--- config.mk ---
export PLATFORM = sky130hd
export DESIGN_NAME = sprite_blitter_flat
export DESIGN_NICKNAME = d
export VERILOG_FILES = /design/src/rtl/sprite_blitter_if.sv /design/src/rtl/sprite_blitter.sv /design/src/flat_wrapper.sv
export SDC_FILE = /design/constraint.sdc
export NUM_CORES = 1
export LEC_CHECK = 0
export BUFFER_PORTS_ARGS = -buffer_cell sky130_fd_sc_hd__buf_2
export CELL_PAD_IN_SITES_DETAIL_PLACEMENT = 1
export CELL_PAD_IN_SITES_GLOBAL_PLACEMENT = 1
export CORE_ASPECT_RATIO = 1.5
export CORE_MARGIN = 5
export CORE_UTILIZATION = 35
export DETAILED_ROUTE_END_ITERATION = 7
export HOLD_SLACK_MARGIN = 0.03
export PLACE_DENSITY_LB_ADDON = 0.1
export SYNTH_ARGS = -nofsm -noshare
export SYNTH_HDL_FRONTEND = slang
export SYNTH_SLANG_ARGS = --single-unit
--- constraint.sdc ---
create_clock -name Clk -period 2.4 [get_ports Clk]
set_clock_uncertainty 0.1 [all_clocks]
set_input_delay 0.48 -clock Clk [delete_from_list [all_inputs] [get_ports Clk]]
set_output_delay 0.48 -clock Clk [all_outputs]
set_load 0.02 [all_outputs]
--- src/rtl/sprite_blitter_if.sv ---
// Sprite blitter bus bundle: draw request/status, sprite ROM read port and
// frame-buffer write port. The slave modport is the blitter's view.
interface sprite_blitter_if #(
    parameter int ADDR_BITS = 9,
    parameter int FB_XW     = 10,
    parameter int FB_YW     = 9
);
    logic                 start;
    logic [FB_XW-1:0]     x0;
    logic [FB_YW-1:0]     y0;
    logic                 busy;
    logic                 done;
    logic [ADDR_BITS-1:0] rom_addr;
    logic [23:0]          color_in;
    logic                 fb_we;
    logic [FB_XW-1:0]     fb_x;
    logic [FB_YW-1:0]     fb_y;
    logic [23:0]          fb_data;
    logic                 fb_ready;

    // Host side: requests draws, supplies ROM data and frame-buffer readiness.
    modport master (
        output start, x0, y0, color_in, fb_ready,
        input  busy, done, rom_addr, fb_we, fb_x, fb_y, fb_data
    );

    // Blitter side.
    modport slave (
        input  start, x0, y0, color_in, fb_ready,
        output busy, done, rom_addr, fb_we, fb_x, fb_y, fb_data
    );
endinterface

--- src/rtl/sprite_blitter.sv ---
// Sprite blitter: copies an SPR_W x SPR_H sprite from a registered ROM into
// the frame buffer at (x0, y0), skipping pixels equal to the colour key.
// One pixel per cycle; a frame-buffer stall freezes the pipeline and
// re-presents the stalled pixel's ROM address so its colour stays valid.
module sprite_blitter #(
    parameter int          SPR_W     = 20,
    parameter int          SPR_H     = 20,
    parameter int          ADDR_BITS = 9,
    parameter int          FB_XW     = 10,
    parameter int          FB_YW     = 9,
    parameter logic [23:0] TRANSP    = 24'hFF00FF
) (
    input  logic           Clk,
    input  logic           Reset_n,
    sprite_blitter_if.slave bus
);

    localparam int N_PIX = SPR_W * SPR_H;
    localparam int COL_W = (SPR_W > 1) ? $clog2(SPR_W) : 1;
    localparam int ROW_W = (SPR_H > 1) ? $clog2(SPR_H) : 1;

    localparam logic [ADDR_BITS-1:0] LAST_ADDR = ADDR_BITS'(N_PIX - 1);
    localparam logic [COL_W-1:0]     LAST_COL  = COL_W'(SPR_W - 1);

    localparam logic [1:0] ST_IDLE  = 2'd0;
    localparam logic [1:0] ST_FETCH = 2'd1;
    localparam logic [1:0] ST_DRAIN = 2'd2;
    localparam logic [1:0] ST_DONE  = 2'd3;

    logic [1:0]           state_r;
    logic [1:0]           state_nxt_s;
    logic [FB_XW-1:0]     x0_r;
    logic [FB_YW-1:0]     y0_r;
    logic [ADDR_BITS-1:0] addr_r;
    logic [COL_W-1:0]     col_r;
    logic [ROW_W-1:0]     row_r;

    // Pending pixel: the address issued last cycle whose colour is on color_in now.
    logic                 pend_v_r;
    logic [ADDR_BITS-1:0] pend_addr_r;
    logic [FB_XW-1:0]     pend_x_r;
    logic [FB_YW-1:0]     pend_y_r;

    logic                 transp_s;
    logic                 stall_s;
    logic                 retire_s;
    logic                 issue_s;
    logic                 last_issue_s;
    logic                 accept_s;

    assign transp_s     = (bus.color_in == TRANSP);
    // Only an opaque pixel can be held up by the frame buffer.
    assign stall_s      = pend_v_r && !transp_s && !bus.fb_ready;
    assign retire_s     = pend_v_r && !stall_s;
    assign issue_s      = (state_r == ST_FETCH) && !stall_s;
    assign last_issue_s = issue_s && (addr_r == LAST_ADDR);
    assign accept_s     = (state_r == ST_IDLE) && bus.start;

    // Next-state selection for the draw sequencer.
    always_comb begin
        state_nxt_s = ST_IDLE;
        case (state_r)
            ST_IDLE: begin
                if (bus.start) begin
                    state_nxt_s = ST_FETCH;
                end else begin
                    state_nxt_s = ST_IDLE;
                end
            end
            ST_FETCH: begin
                if (last_issue_s) begin
                    state_nxt_s = ST_DRAIN;
                end else begin
                    state_nxt_s = ST_FETCH;
                end
            end
            ST_DRAIN: begin
                // The last pixel is the only one left; leave as soon as it retires.
                if (!stall_s) begin
                    state_nxt_s = ST_DONE;
                end else begin
                    state_nxt_s = ST_DRAIN;
                end
            end
            ST_DONE: begin
                state_nxt_s = ST_IDLE;
            end
            default: begin
                state_nxt_s = ST_IDLE;
            end
        endcase
    end

    // Sequencer state, origin latch and raster address/column/row counters.
    always_ff @(posedge Clk) begin
        if (!Reset_n) begin
            state_r <= ST_IDLE;
            x0_r    <= {FB_XW{1'b0}};
            y0_r    <= {FB_YW{1'b0}};
            addr_r  <= {ADDR_BITS{1'b0}};
            col_r   <= {COL_W{1'b0}};
            row_r   <= {ROW_W{1'b0}};
        end else begin
            state_r <= state_nxt_s;
            if (accept_s) begin
                x0_r   <= bus.x0;
                y0_r   <= bus.y0;
                addr_r <= {ADDR_BITS{1'b0}};
                col_r  <= {COL_W{1'b0}};
                row_r  <= {ROW_W{1'b0}};
            end else if (issue_s) begin
                if (last_issue_s) begin
                    // Park at zero so the idle ROM address reads as 0.
                    addr_r <= {ADDR_BITS{1'b0}};
                    col_r  <= {COL_W{1'b0}};
                    row_r  <= {ROW_W{1'b0}};
                end else if (col_r == LAST_COL) begin
                    addr_r <= addr_r + ADDR_BITS'(1);
                    col_r  <= {COL_W{1'b0}};
                    row_r  <= row_r + ROW_W'(1);
                end else begin
                    addr_r <= addr_r + ADDR_BITS'(1);
                    col_r  <= col_r + COL_W'(1);
                end
            end
        end
    end

    // Pending-pixel register: loaded on every issue, cleared when it retires.
    always_ff @(posedge Clk) begin
        if (!Reset_n) begin
            pend_v_r    <= 1'b0;
            pend_addr_r <= {ADDR_BITS{1'b0}};
            pend_x_r    <= {FB_XW{1'b0}};
            pend_y_r    <= {FB_YW{1'b0}};
        end else if (accept_s) begin
            pend_v_r    <= 1'b0;
        end else if (issue_s) begin
            pend_v_r    <= 1'b1;
            pend_addr_r <= addr_r;
            // Destination wraps naturally at the frame-buffer coordinate width.
            pend_x_r    <= x0_r + FB_XW'(col_r);
            pend_y_r    <= y0_r + FB_YW'(row_r);
        end else if (retire_s) begin
            pend_v_r    <= 1'b0;
        end
    end

    assign bus.busy     = (state_r == ST_FETCH) || (state_r == ST_DRAIN);
    assign bus.done     = (state_r == ST_DONE);
    // While stalled, re-present the pending address so the ROM keeps its colour valid.
    assign bus.rom_addr = stall_s ? pend_addr_r :
                          ((state_r == ST_FETCH) ? addr_r : {ADDR_BITS{1'b0}});
    assign bus.fb_we    = pend_v_r && !transp_s;
    assign bus.fb_x     = pend_x_r;
    assign bus.fb_y     = pend_y_r;
    assign bus.fb_data  = bus.color_in;

endmodule

--- src/flat_wrapper.sv ---
// flat-port wrapper written by rule: the top's interface ports become plain ports
module sprite_blitter_flat 
#(
    parameter int          SPR_W     = 20,
    parameter int          SPR_H     = 20,
    parameter int          ADDR_BITS = 9,
    parameter int          FB_XW     = 10,
    parameter int          FB_YW     = 9,
    parameter logic [23:0] TRANSP    = 24'hFF00FF
)
  (Clk, Reset_n, bus_start, bus_x0, bus_y0, bus_color_in, bus_fb_ready, bus_busy, bus_done, bus_rom_addr, bus_fb_we, bus_fb_x, bus_fb_y, bus_fb_data);
  sprite_blitter_if #(.ADDR_BITS(ADDR_BITS), .FB_XW(FB_XW), .FB_YW(FB_YW)) bus_i ();
  input  logic Clk;
  input  logic Reset_n;
  input wire logic [$bits(bus_i.start)-1:0] bus_start;
  input wire logic [$bits(bus_i.x0)-1:0] bus_x0;
  input wire logic [$bits(bus_i.y0)-1:0] bus_y0;
  input wire logic [$bits(bus_i.color_in)-1:0] bus_color_in;
  input wire logic [$bits(bus_i.fb_ready)-1:0] bus_fb_ready;
  output wire logic [$bits(bus_i.busy)-1:0] bus_busy;
  output wire logic [$bits(bus_i.done)-1:0] bus_done;
  output wire logic [$bits(bus_i.rom_addr)-1:0] bus_rom_addr;
  output wire logic [$bits(bus_i.fb_we)-1:0] bus_fb_we;
  output wire logic [$bits(bus_i.fb_x)-1:0] bus_fb_x;
  output wire logic [$bits(bus_i.fb_y)-1:0] bus_fb_y;
  output wire logic [$bits(bus_i.fb_data)-1:0] bus_fb_data;
  assign bus_i.start = bus_start;
  assign bus_i.x0 = bus_x0;
  assign bus_i.y0 = bus_y0;
  assign bus_i.color_in = bus_color_in;
  assign bus_i.fb_ready = bus_fb_ready;
  assign bus_busy = bus_i.busy;
  assign bus_done = bus_i.done;
  assign bus_rom_addr = bus_i.rom_addr;
  assign bus_fb_we = bus_i.fb_we;
  assign bus_fb_x = bus_i.fb_x;
  assign bus_fb_y = bus_i.fb_y;
  assign bus_fb_data = bus_i.fb_data;
  sprite_blitter #(.SPR_W(SPR_W), .SPR_H(SPR_H), .ADDR_BITS(ADDR_BITS), .FB_XW(FB_XW), .FB_YW(FB_YW), .TRANSP(TRANSP)) u_core (.Clk(Clk), .Reset_n(Reset_n), .bus(bus_i));
endmodule
---- Word level (Yosys, flattened, before mapping) ----
Cells that the tools add are included.
word-level totals
  bits in writable memories ............... 0
  flip-flop bits (word level) ............. 69
  memories kept ........................... 0
  ROM bits ................................ 0
  output and inout port bits .............. 55
  bits in latches ......................... 0
  input bits .............................. 47
operators by class
  div/mod/pow operators ................... 0
  $add $sub $neg .......................... 5
  $lt $le $gt $ge ......................... 0
  muxes and demuxes ....................... 13
  reduce and logical (&&, ||, !) cells .... 16
  shifts and indexed selects .............. 0
  bitwise logic cells ..................... 2
  multiply operators ...................... 0
  eq/ne operators ......................... 6
operators with widths
  cell                                                  count
  2-to-1 mux 9 bit                                      3
  equality test 24 bit (second input constant)          1
  2-to-1 mux 5 bit                                      4
  adder 10 x 5 -> 10 bit                                1
  adder 5 x 1 -> 5 bit (second input constant)          2
  adder 9 x 1 -> 9 bit (second input constant)          1
  adder 9 x 5 -> 9 bit                                  1
  equality test 9 bit (second input constant)           1
  one-hot mux 2 bit (4 select lines)                    1
  logical AND 1 bit                                     6
  equality test 5 bit (second input constant)           1
  equality test 2 bit (second input constant)           2
  2-to-1 mux 1 bit                                      4
  AND reduction 2 bit                                   2
  nonzero test 2 bit                                    2
  zero test 1 bit                                       3
  equality test 2 x 1 -> 1 bit (second input constant)  1
  zero test 2 bit                                       1
  2-to-1 mux 2 bit                                      1
  NOT 1 bit                                             2
  OR reduction 2 bit                                    1
  logical OR 1 bit                                      1

---- Depth between registers and ports, before layout ----
Gate-level depths: netlist of the first run.
  word-level depth ........................ 9
  depth in mapped cells ................... 9

---- Least setup slack after synthesis of the first run ----
Ideal clock, no wire load.
  kind .................................... input to output
  start ................................... in bus_color_in[12]
  end ..................................... out bus_rom_addr[0]
  data required time ...................... 1.820 ns
  setup slack ............................. -0.224 ns
  arrival time ............................ 2.044 ns
  cell stages on the path ................. 5
  buffers on the path ..................... 1
  path through ............................ or4b_4 -> nor4_4 -> a31o_2 -> buf_2 -> a22o_1
on the way
  word-level cells in the longest chain between the ends .. 5
ends and longest elaborated chain
  what                             line                   RTL
  start: declaration               flat_wrapper.sv:18     input wire logic [$bits(bus_i.color_in)-1:0] bus_color_in;
  equality test 24 bit             sprite_blitter.sv:51   assign transp_s = (bus.color_in == TRANSP);
  zero test 1 bit                  sprite_blitter.sv:53   assign stall_s = pend_v_r && !transp_s && !bus.fb_ready;
  logical AND 1 bit (2 in series)  sprite_blitter.sv:53
  2-to-1 mux 9 bit                 sprite_blitter.sv:152  assign bus.rom_addr = stall_s ? pend_addr_r :
  end: declaration                 flat_wrapper.sv:22     output wire logic [$bits(bus_i.rom_addr)-1:0] bus_rom_addr;
No other way between the ends.

---- Worst setup path in the final report of the first run ----
  start ................................... in bus_color_in[14]
  end ..................................... out bus_rom_addr[0]
Same word-level chain as after synthesis.

==> metrics, run 1 <==
CP max stage delay=about 0.55 ns; min Tclk post-route=~2.6 ns; peak supply drop=0.000353 V; failing checks=negative setup slack; Final Cell Area=4940 um^2; Syn Nets=around 500; top post-synthesis cells by area=dfxtp_1 37%, nand2_1 6.1%, ha_1 6.0%; DP HPWL=7.76 mm; worst-path maximum fanout=5; number of buffers inserted by port buffering=101; most common cell in the netlist=dfxtp_1; Filler Cells Inserted=approximately 1300; WP data required=1.82 ns; worst-margin pin slew=~0.51 ns; Reg2Reg Setup Slack=0.22 ns; power per cell area=around 620 nW/um^2; initial antenna violation count=0; most frequent CP cell=buf_6; Post-Route WL=10.4 mm; Num CTS Buffers=9; Synth Area in XOR/XNOR=0.0325; ys async rst share=0; Final setup viols=9; Tcrit/Tclk final=1.08; Max Slew Vio Count=0; largest net degree at the start of global routing=29; R2R depth=7; status=finished with violations; DR vias/cell=5.16; Rel. slew slack=0.656; Comb power frac=0.141; final core occ=0.467; global-route wire length before repair=17.0 mm; Hold Vio Cnt, Final=0; Die Span Y=137 um; Post-synth EDFFs=0; register bit count reported by yosys=69; antenna-violating nets left=0; unrepaired setup endpoints after global routing=yes; Synth Area in Compound Gates=0.210; CP Cell Sequence=buf_6 -> or4b_4 -> nor4_4 -> buf_6 -> a31o_4 -> clkbuf_16 -> a22o_4 -> buf_6; Synth Area in Adders=0.0702; final setup margin=-0.199 ns; synth-to-layout area growth=30.8%; CP Data Arrival Time=between 2 and 2.5 ns; Crit-path slowest cell=or4b_4; sequential power share=0.401; Switching Power=0.776 mW; vias=3455; Clk pwr share=0.458; non-filler cells in the finished layout=669; ant diodes=0; Distinct cells, synth=54; Sink Count=69; post-synthesis sequential area ratio=0.366; core area=10600 um^2; die width=94.8 um; WHS Endpoint=u_core.y0_r[6]; total placed cells including tap cells=around 650; Top FF cell, synth=dfxtp_1; achievable frequency=0.385 GHz; Hold Path Cell Cnt=3; top cells by count, synth=69 x dfxtp_1, 61 x nand2_1, 24 x buf_4; mux share of post-synthesis cell area=0.0450; max cap viols=0; worst r2r dst=u_core.row_r[3]; total track usage=0.166; largest family of logic cells by synthesized area=compound AO/OA/AOI/OAI gates; Setup crit end kind=primary output; crit start category=primary input; Syn Area/Cell=8.85 um^2; hold_buf cts=0; Clock Latency Late Sink=0.33 ns; clk slew on worst S/H paths=~0.060 ns; H-tree depth=3; vias in the first global route=3565; layout cell share with drive strength beyond 1=0.326; TritonCTS clock tree=yes; Area after DPL=approximately 4400 um^2; area fraction of the dominant cell type after synthesis=0.366; Leak=2.12 nW; Warnings, synthesis=0; Fin Hold WS=0.293 ns; Pre-Repair DR Iteration Count=4; Mapped Area=3780 um^2; die area=~13000 um^2; DRC Markers=0; synthesized instance count=427; simple-gate share of the synthesized area=0.191; critical hold path startpoint=bus_y0[6]; Net Sw Frac=0.254; I/O Pins=102; drt first-iter violations=just over 90; worst hold-check path type=in -> reg; Pint=2.27 mW; path type of the worst setup path=in -> out; WL/cell=15.6 um; initial core utilization=0.357; Rows=46; CTS Root Buffer Type=clkbuf_16; Place WS=-0.440 ns; Nets=587; worst r2r src=u_core.state_r[0]; GRT overflow=0; placer's final routability congestion estimate=between 0.7 and 0.8; largest area contributor in the netlist=dfxtp_1; CTS max path bufs=2
==> stage by stage <==
stage	TNS, ns	total power [mW]
2_1_floorplan	-0.0933	1.52
6_report	-1.60	3.05
3_3_place_gp	-9.85	1.65
5_1_grt	-2.17	3.19
3_5_place_dp	-11.18	1.66
4_1_cts	-2.59	3.09
==> logic make-up after synthesis <==
logic type | count (synthesis)
buf+inv | 53
simple gates | 139
mux | 17
xor+xnor | 14
compound gates | 115
fa+ha+maj | 20
flops | 69
==> routing by layer <==
layer,track usage,vias to the layer above,wire length (um)
li1,-,1698,-
met1,0.181,1666,4130
met3,0.0399,11,425
met2,0.308,80,5700
met4,0.0578,0,189
met5,0,-,0
==> placed cells by master, fill, tap and decap left out, types with 5 or more instances in the layout <==
cell and n:
inv_1 6, a21boi_0 19, mux2i_1 17, xor2_1 8, nand4_1 8, or3_1 5
o21ai_1 5, buf_4 23, xnor2_1 6, clkbuf_16 10, buf_6 13, nor2_1 11
nor2b_1 18, buf_2 89, o21ai_0 18, nand2_1 60, ha_1 18, o22ai_1 6
dfxtp_1 68, a21oi_1 20, nand3_1 14, a22o_4 9, a21oi_2 5
==> sequential cells by signal, indices dropped and copies added (netlist names), named ones only <==
register / flops
u_core.row_r: 5
u_core.pend_v_r: 1
u_core.state_r: 1
u_core.col_r: 5
u_core.bus.fb_y: 9
u_core.pend_addr_r: 9
u_core.y0_r: 9
u_core.x0_r: 10
u_core.addr_r: 9
u_core.bus.fb_x: 10
==> final cells by class <==
type | instances | area, um^2 | area share
clock buffers | 9 | 225 | 0.0456
clock inverters | 7 | 90.1 | 0.0182
repair buffers | 128 | 830 | 0.168
inverters | 6 | 22.5 | 0.00456
multi-input cells | 306 | 2210 | 0.448
flip-flops and latches | 69 | 1380 | 0.280
well taps | 144 | 180 | 0.0365
==> worst max-delay path by stage <==
| stage | start | endpoint | slack [ns] |
|---|---|---|---|
| after detailed placement | bus_color_in[4] | bus_rom_addr[2] | -0.44 |
| after global routing | bus_color_in[14] | bus_rom_addr[0] | -0.25 |
| after floorplan | bus_color_in[12] | bus_rom_addr[0] | -0.01 |
| after global placement | bus_color_in[4] | bus_rom_addr[0] | -0.41 |
| after CTS | bus_color_in[12] | bus_rom_addr[0] | -0.29 |
| final | bus_color_in[14] | bus_rom_addr[0] | -0.20 |
==> worst max-delay path: cells and delay by family <==
family / cells / cell delay [ns]
AO/OA/AOI/OAI: 2 / 0.30
buffers and inverters: 4 / 0.52
AND/OR/NAND/NOR: 2 / 0.71
==> power by group through the flow <==
stage | logic [mW] | clock network, mW | registers [mW]
2_1_floorplan | 0.261 | 0 | 1.26
3_3_place_gp | 0.408 | 0 | 1.25
3_5_place_dp | 0.415 | 0 | 1.25
4_1_cts | 0.425 | 1.44 | 1.22
5_1_grt | 0.476 | 1.49 | 1.23
6_report | 0.431 | 1.40 | 1.22
==> what timing repair did <==
action / CTS / global route
gates resized for setup: 10 / 20
cloned: 1 / 1
buffers inserted: 4 / 0
pin swaps: 2 / 4
endpoints found under the setup margin: 9 / 19
Power figures use the tool's default switching activity.
==> inputs of run 2 (changes only) <==
- clock period: 2.4 -> 3.3 ns (I/O delays scaled with it)
==> metrics, run 2 (synthesis gave the netlist of run 1 again) <==
final core occ=0.428 (-0.0385); initial antenna violation count=0 (unchanged); Clk pwr share=0.448 (-0.010); flip-flop and latch area=1380 um^2 (about the same); DRC Markers=0 (unchanged); placer's final routability congestion estimate=0.769 (+0.77%); total track usage=0.161 (-0.00531); power per cell area=464 nW/um^2 (-25%); Rows=46 (unchanged); Pint=1.55 mW (-32%); worst-path maximum fanout=12 (+7); vias=3374 (-2.3%); Final Cell Area=4530 um^2 (-8.3%); Rel. slew slack=0.505 (-0.150); achievable frequency=between 0.3 and 0.4 GHz; clk slew on worst S/H paths=0.05 ns (about the same); TritonCTS clock tree=yes; antenna-violating nets left=0 (unchanged); DR vias/cell=5.20 (+0.66%); synth-to-layout area growth=20.0%; H-tree depth=3 (unchanged); peak supply drop=0.000308 V (-13%); worst-margin pin slew=0.742 ns (+0.227 ns); Clock Latency Late Sink=0.33 ns (about the same); WP data required=2.54 ns (+0.72 ns); Nets=567 (-3.4%); CTS Root Buffer Type=clkbuf_16; ant diodes=0 (unchanged); number of buffers inserted by port buffering=101 (unchanged); Leak=1.91 nW (-9.8%); Post-CTS Setup Repair Bufs=0 (-4); die area=13000 um^2 (unchanged); Final setup viols=0 (-9); CP Data Arrival Time=2.31 ns (+0.29 ns); Post-Route WL=10.0 mm (-4.0%); worst hold-check path type=reg -> reg; initial core utilization=0.357 (unchanged); vias in the first global route=3551 (-0.39%); Sink Count=69 (unchanged); path type of the worst setup path=in -> out; Num CTS Buffers=9 (unchanged); Comb power frac=0.130 (-0.011); hold_buf cts=0 (unchanged); min Tclk post-route=~3.1 ns; crit start category=primary input; largest net degree at the start of global routing=52 (+79%); most frequent cells in the layout=101 x buf_2, 69 x dfxtp_1, 61 x nand2_1, 20 x a21oi_1, 19 x a21boi_0; die width=94.8 um (unchanged); Hold Vio Cnt, Final=0 (unchanged); Switching Power=0.555 mW (-28%); status=finished clean; Pre-Repair DR Iteration Count=4 (unchanged); DP HPWL=7.52 mm (-3.1%); WL/cell=15.5 um (-1.0%); Setup crit end kind=primary output; Filler Cells Inserted=1321 (+2.6%); multi-input logic area=2080 um^2 (-5.9%); layout cell share with drive strength beyond 1=0.271 (-0.0544); commonest non-fill, non-tap cell in the layout=buf_2; sequential power share=0.422 (+0.021); core area=10600 um^2 (unchanged); GRT overflow=0 (unchanged); Area after DPL=4240 um^2 (-4.5%); Net Sw Frac=0.264 (+0.00924); drt first-iter violations=55 (-40%); setup TNS=0 ns (+1.60 ns); total power=2.11 mW (-31%); Die Span Y=137 um (unchanged); Max Slew Vio Count=0 (unchanged); Tcrit/Tclk final=0.931; I/O Pins=102 (unchanged); max cap viols=0 (unchanged); CTS max path bufs=2 (unchanged); global-route wire length before repair=16.7 mm (-2.0%); unrepaired setup endpoints after global routing=no
[run 2: cell count changes in the layout (fill, tap and decap cells not counted), moves of 2 or more]
cell,previous run,this run
a211oi_4,2,0
a22o_1,0,9
a22o_4,9,0
buf_2,89,101
buf_4,23,7
buf_6,13,0
[run 2: area by class of cell]
| class | count | area share |
|---|---|---|
| multi-input combinational | 305 | 0.459 |
| tap | 144 | 0.0397 |
| clock inverter | 7 | 0.0146 |
| inverter | 6 | 0.00497 |
| sequential | 69 | 0.305 |
| clock buffer | 9 | 0.0497 |
| timing repair buffer | 109 | 0.127 |
[run 2: metal layers]
layer	routed length, um	track usage	up-vias
met2	5370	0.306	71
li1	-	-	1659
met3	445	0.0333	12
met4	133	0.0562	0
met5	0	0	-
met1	4090	0.172	1632
[run 2: timing repair]
action,in CTS,in global routing
gates resized for setup,0,0
setup endpoints to repair,0,2
endpoints found under the hold margin,0,0
[run 2: power by group through the flow]
stage	sequential [mW]	clock (mW)	combinational, mW
after floorplan	0.916	0	0.184
after global placement	0.906	0	0.274
after detailed placement	0.907	0	0.281
after CTS	0.889	0.974	0.282
after global routing	0.893	1.01	0.306
final	0.889	0.943	0.275
[run 2: worst max-delay path, stage by stage]
cell	delay (ns)
buf_2	0.10
or4b_4	0.55
nor4_4	0.26
a211oi_1	0.13
buf_4	0.20
a22o_1	0.24
buf_2	0.16
[run 2: path summary, 6_finish.rpt]
path              cells after the start            endpoint        startpoint  slack (ns)
setup / recovery                      7     bus_rom_addr[0]  bus_color_in[12]        0.23
hold / removal                        2      u_core.x0_r[0]    u_core.x0_r[0]        0.37
setup reg to reg                      7  u_core.bus.fb_x[8]   u_core.col_r[0]        1.15
hold reg to reg                       2      u_core.x0_r[0]    u_core.x0_r[0]        0.37
[run 2: stage by stage]
stage                     instances  setup WS, ns  hold slack, ns
after global routing            649         0.109           0.403
final                           649         0.229           0.374
after detailed placement        633        0.0927           0.369
after global placement          633         0.124           0.367
after CTS                       649        0.0902           0.376
after floorplan                 427         0.316           0.347
==> inputs of run 3 (changes only) <==
- CORE_UTILIZATION: 35 -> 42
==> metrics, run 3 (synthesis gave the netlist of run 1 again) <==
I/O Pins=102 (unchanged); Num CTS Buffers=9 (unchanged); Pint=1.50 mW (-3.1%); status=finished clean; Filler Cells Inserted=1099 (-17%); placer's final routability congestion estimate=0.799 (+3.9%); CP Data Arrival Time=2.42 ns (+0.11 ns); final core occ=0.507 (+0.0791); CTS max path bufs=2 (unchanged); min Tclk post-route=3.18 ns (+0.104 ns); Sink Count=69 (unchanged); die width=87.4 um (-7.8%); vias in the first global route=3485 (-1.9%); TritonCTS clock tree=yes; Switching Power=0.575 mW (+3.5%); DRC Markers=0 (unchanged); peak supply drop=0.000321 V (+4.4%); die area=11000 um^2 (-15%); sequential power share=0.428 (+0.006); Clk pwr share=0.441 (-0.007); Tcrit/Tclk final=0.962 (+0.0316); Clock Latency Late Sink=0.34 ns (about the same); ant diodes=0 (unchanged); hold_buf cts=0 (unchanged); CTS Root Buffer Type=clkbuf_16; core area=8830 um^2 (-17%); initial core utilization=0.428 (+0.0712); commonest non-fill, non-tap cell in the layout=buf_2; WL/cell=16.1 um (+4.4%); clk slew on worst S/H paths=0.06 ns (about the same); Rows=42 (-8.7%); number of buffers inserted by port buffering=101 (unchanged); Pre-Repair DR Iteration Count=4 (unchanged); antenna-violating nets left=0 (unchanged); initial antenna violation count=0 (unchanged); total track usage=0.186 (+0.0252); worst hold-check path type=reg -> reg; Rel. slew slack=0.489 (-0.0166); synth-to-layout area growth=18.5%; achievable frequency=0.315 GHz (-3.3%); drt first-iter violations=88 (+60%); setup TNS=0 ns (unchanged); WP data required=2.54 ns (about the same); DR vias/cell=5.43 (+4.5%); GRT overflow=0 (unchanged); PostCTS Resize Cnt=0 (unchanged); global-route wire length before repair=16.4 mm (-1.7%); H-tree depth=3 (unchanged); Comb power frac=0.131 (about the same); worst-path maximum fanout=12 (unchanged); power per cell area=464 nW/um^2 (about the same); unrepaired setup endpoints after global routing=no; Hold Vio Cnt, Final=0 (unchanged); max cap viols=0 (unchanged); Post-CTS Setup Repair Bufs=0 (unchanged); worst-margin pin slew=0.767 ns (+0.0249 ns); most frequent cells in the layout=101 x buf_2, 69 x dfxtp_1, 61 x nand2_1, 20 x a21oi_1, 19 x a21boi_0; Post-Route WL=9.91 mm (-1.3%); DP HPWL=7.33 mm (-2.6%); path type of the worst setup path=in -> out; Setup crit end kind=primary output; Net Sw Frac=0.277 (+0.0130); largest net degree at the start of global routing=52 (unchanged); layout cell share with drive strength beyond 1=0.270 (-0.00145); Final setup viols=0 (unchanged); Max Slew Vio Count=0 (unchanged); Die Span Y=126 um (-8.1%); Leak=1.89 nW (-0.77%); vias=3336 (-1.1%); Nets=566 (-0.18%); crit start category=primary input
## run 3: changes by cell type in the layout (fill, tap and decap cells not counted), sizes merged
| cell | before | now |
|---|---|---|
| inv | 6 | 8 |
| buf | 109 | 108 |
| clkinv | 5 | 2 |
| bufinv | 1 | 0 |
| clkinvlp | 1 | 2 |
| clkbuf | 9 | 10 |
## run 3: metrics by stage
stage	instance area (um^2)	std cells	hold WS [ns]	total power, mW	setup WS [ns]
2_1_floorplan	3780	427	0.347	1.10	0.316
3_3_place_gp	4190	598	0.363	1.18	0.138
3_5_place_dp	4190	598	0.376	1.19	0.106
4_1_cts	4480	614	0.383	2.11	0.101
5_1_grt	4480	614	0.403	2.17	0.0383
6_report	4480	614	0.381	2.08	0.125
## run 3: path summary, 6_finish.rpt
| path | startpoint | end | slack, ns | cells past startpoint |
|---|---|---|---|---|
| min | u_core.x0_r[0] | u_core.x0_r[0] | 0.38 | 2 |
| min reg2reg | u_core.x0_r[0] | u_core.x0_r[0] | 0.38 | 2 |
| max | bus_color_in[12] | bus_rom_addr[1] | 0.12 | 7 |
| max reg2reg | flop | u_core.row_r[2] | 1.04 | 7 |
## run 3: layout make-up
class | count | area [um^2] | area share
Timing Repair Buffer | 108 | 571 | 0.127
Multi-Input combinational cell | 305 | 2080 | 0.465
Clock buffer | 10 | 239 | 0.0534
Sequential cell | 69 | 1380 | 0.308
Tap cell | 110 | 138 | 0.0307
Inverter | 6 | 22.5 | 0.00503
Clock inverter | 6 | 46.3 | 0.0103
## run 3: power by group through the flow
stage	clock network (mW)	logic [mW]	registers, mW
final	0.917	0.272	0.889
after global routing	0.977	0.302	0.893
after CTS	0.944	0.279	0.890
after detailed placement	0	0.277	0.908
after global placement	0	0.269	0.907
after floorplan	0	0.184	0.916
## run 3: worst max-delay path, stage by stage
cell	delay, ns
buf_2	0.11
or4b_4	0.55
nor4_4	0.38
a211oi_1	0.12
buf_4	0.20
a22o_1	0.24
buf_2	0.16
## run 3: layer usage
metal | routed length (um) | track usage | share of wire
met4 | 202 | 0.0723 | 0.020
met3 | 482 | 0.0471 | 0.049
met2 | 5300 | 0.340 | 0.54
met1 | 3920 | 0.199 | 0.40
met5 | 0 | 0 | 0
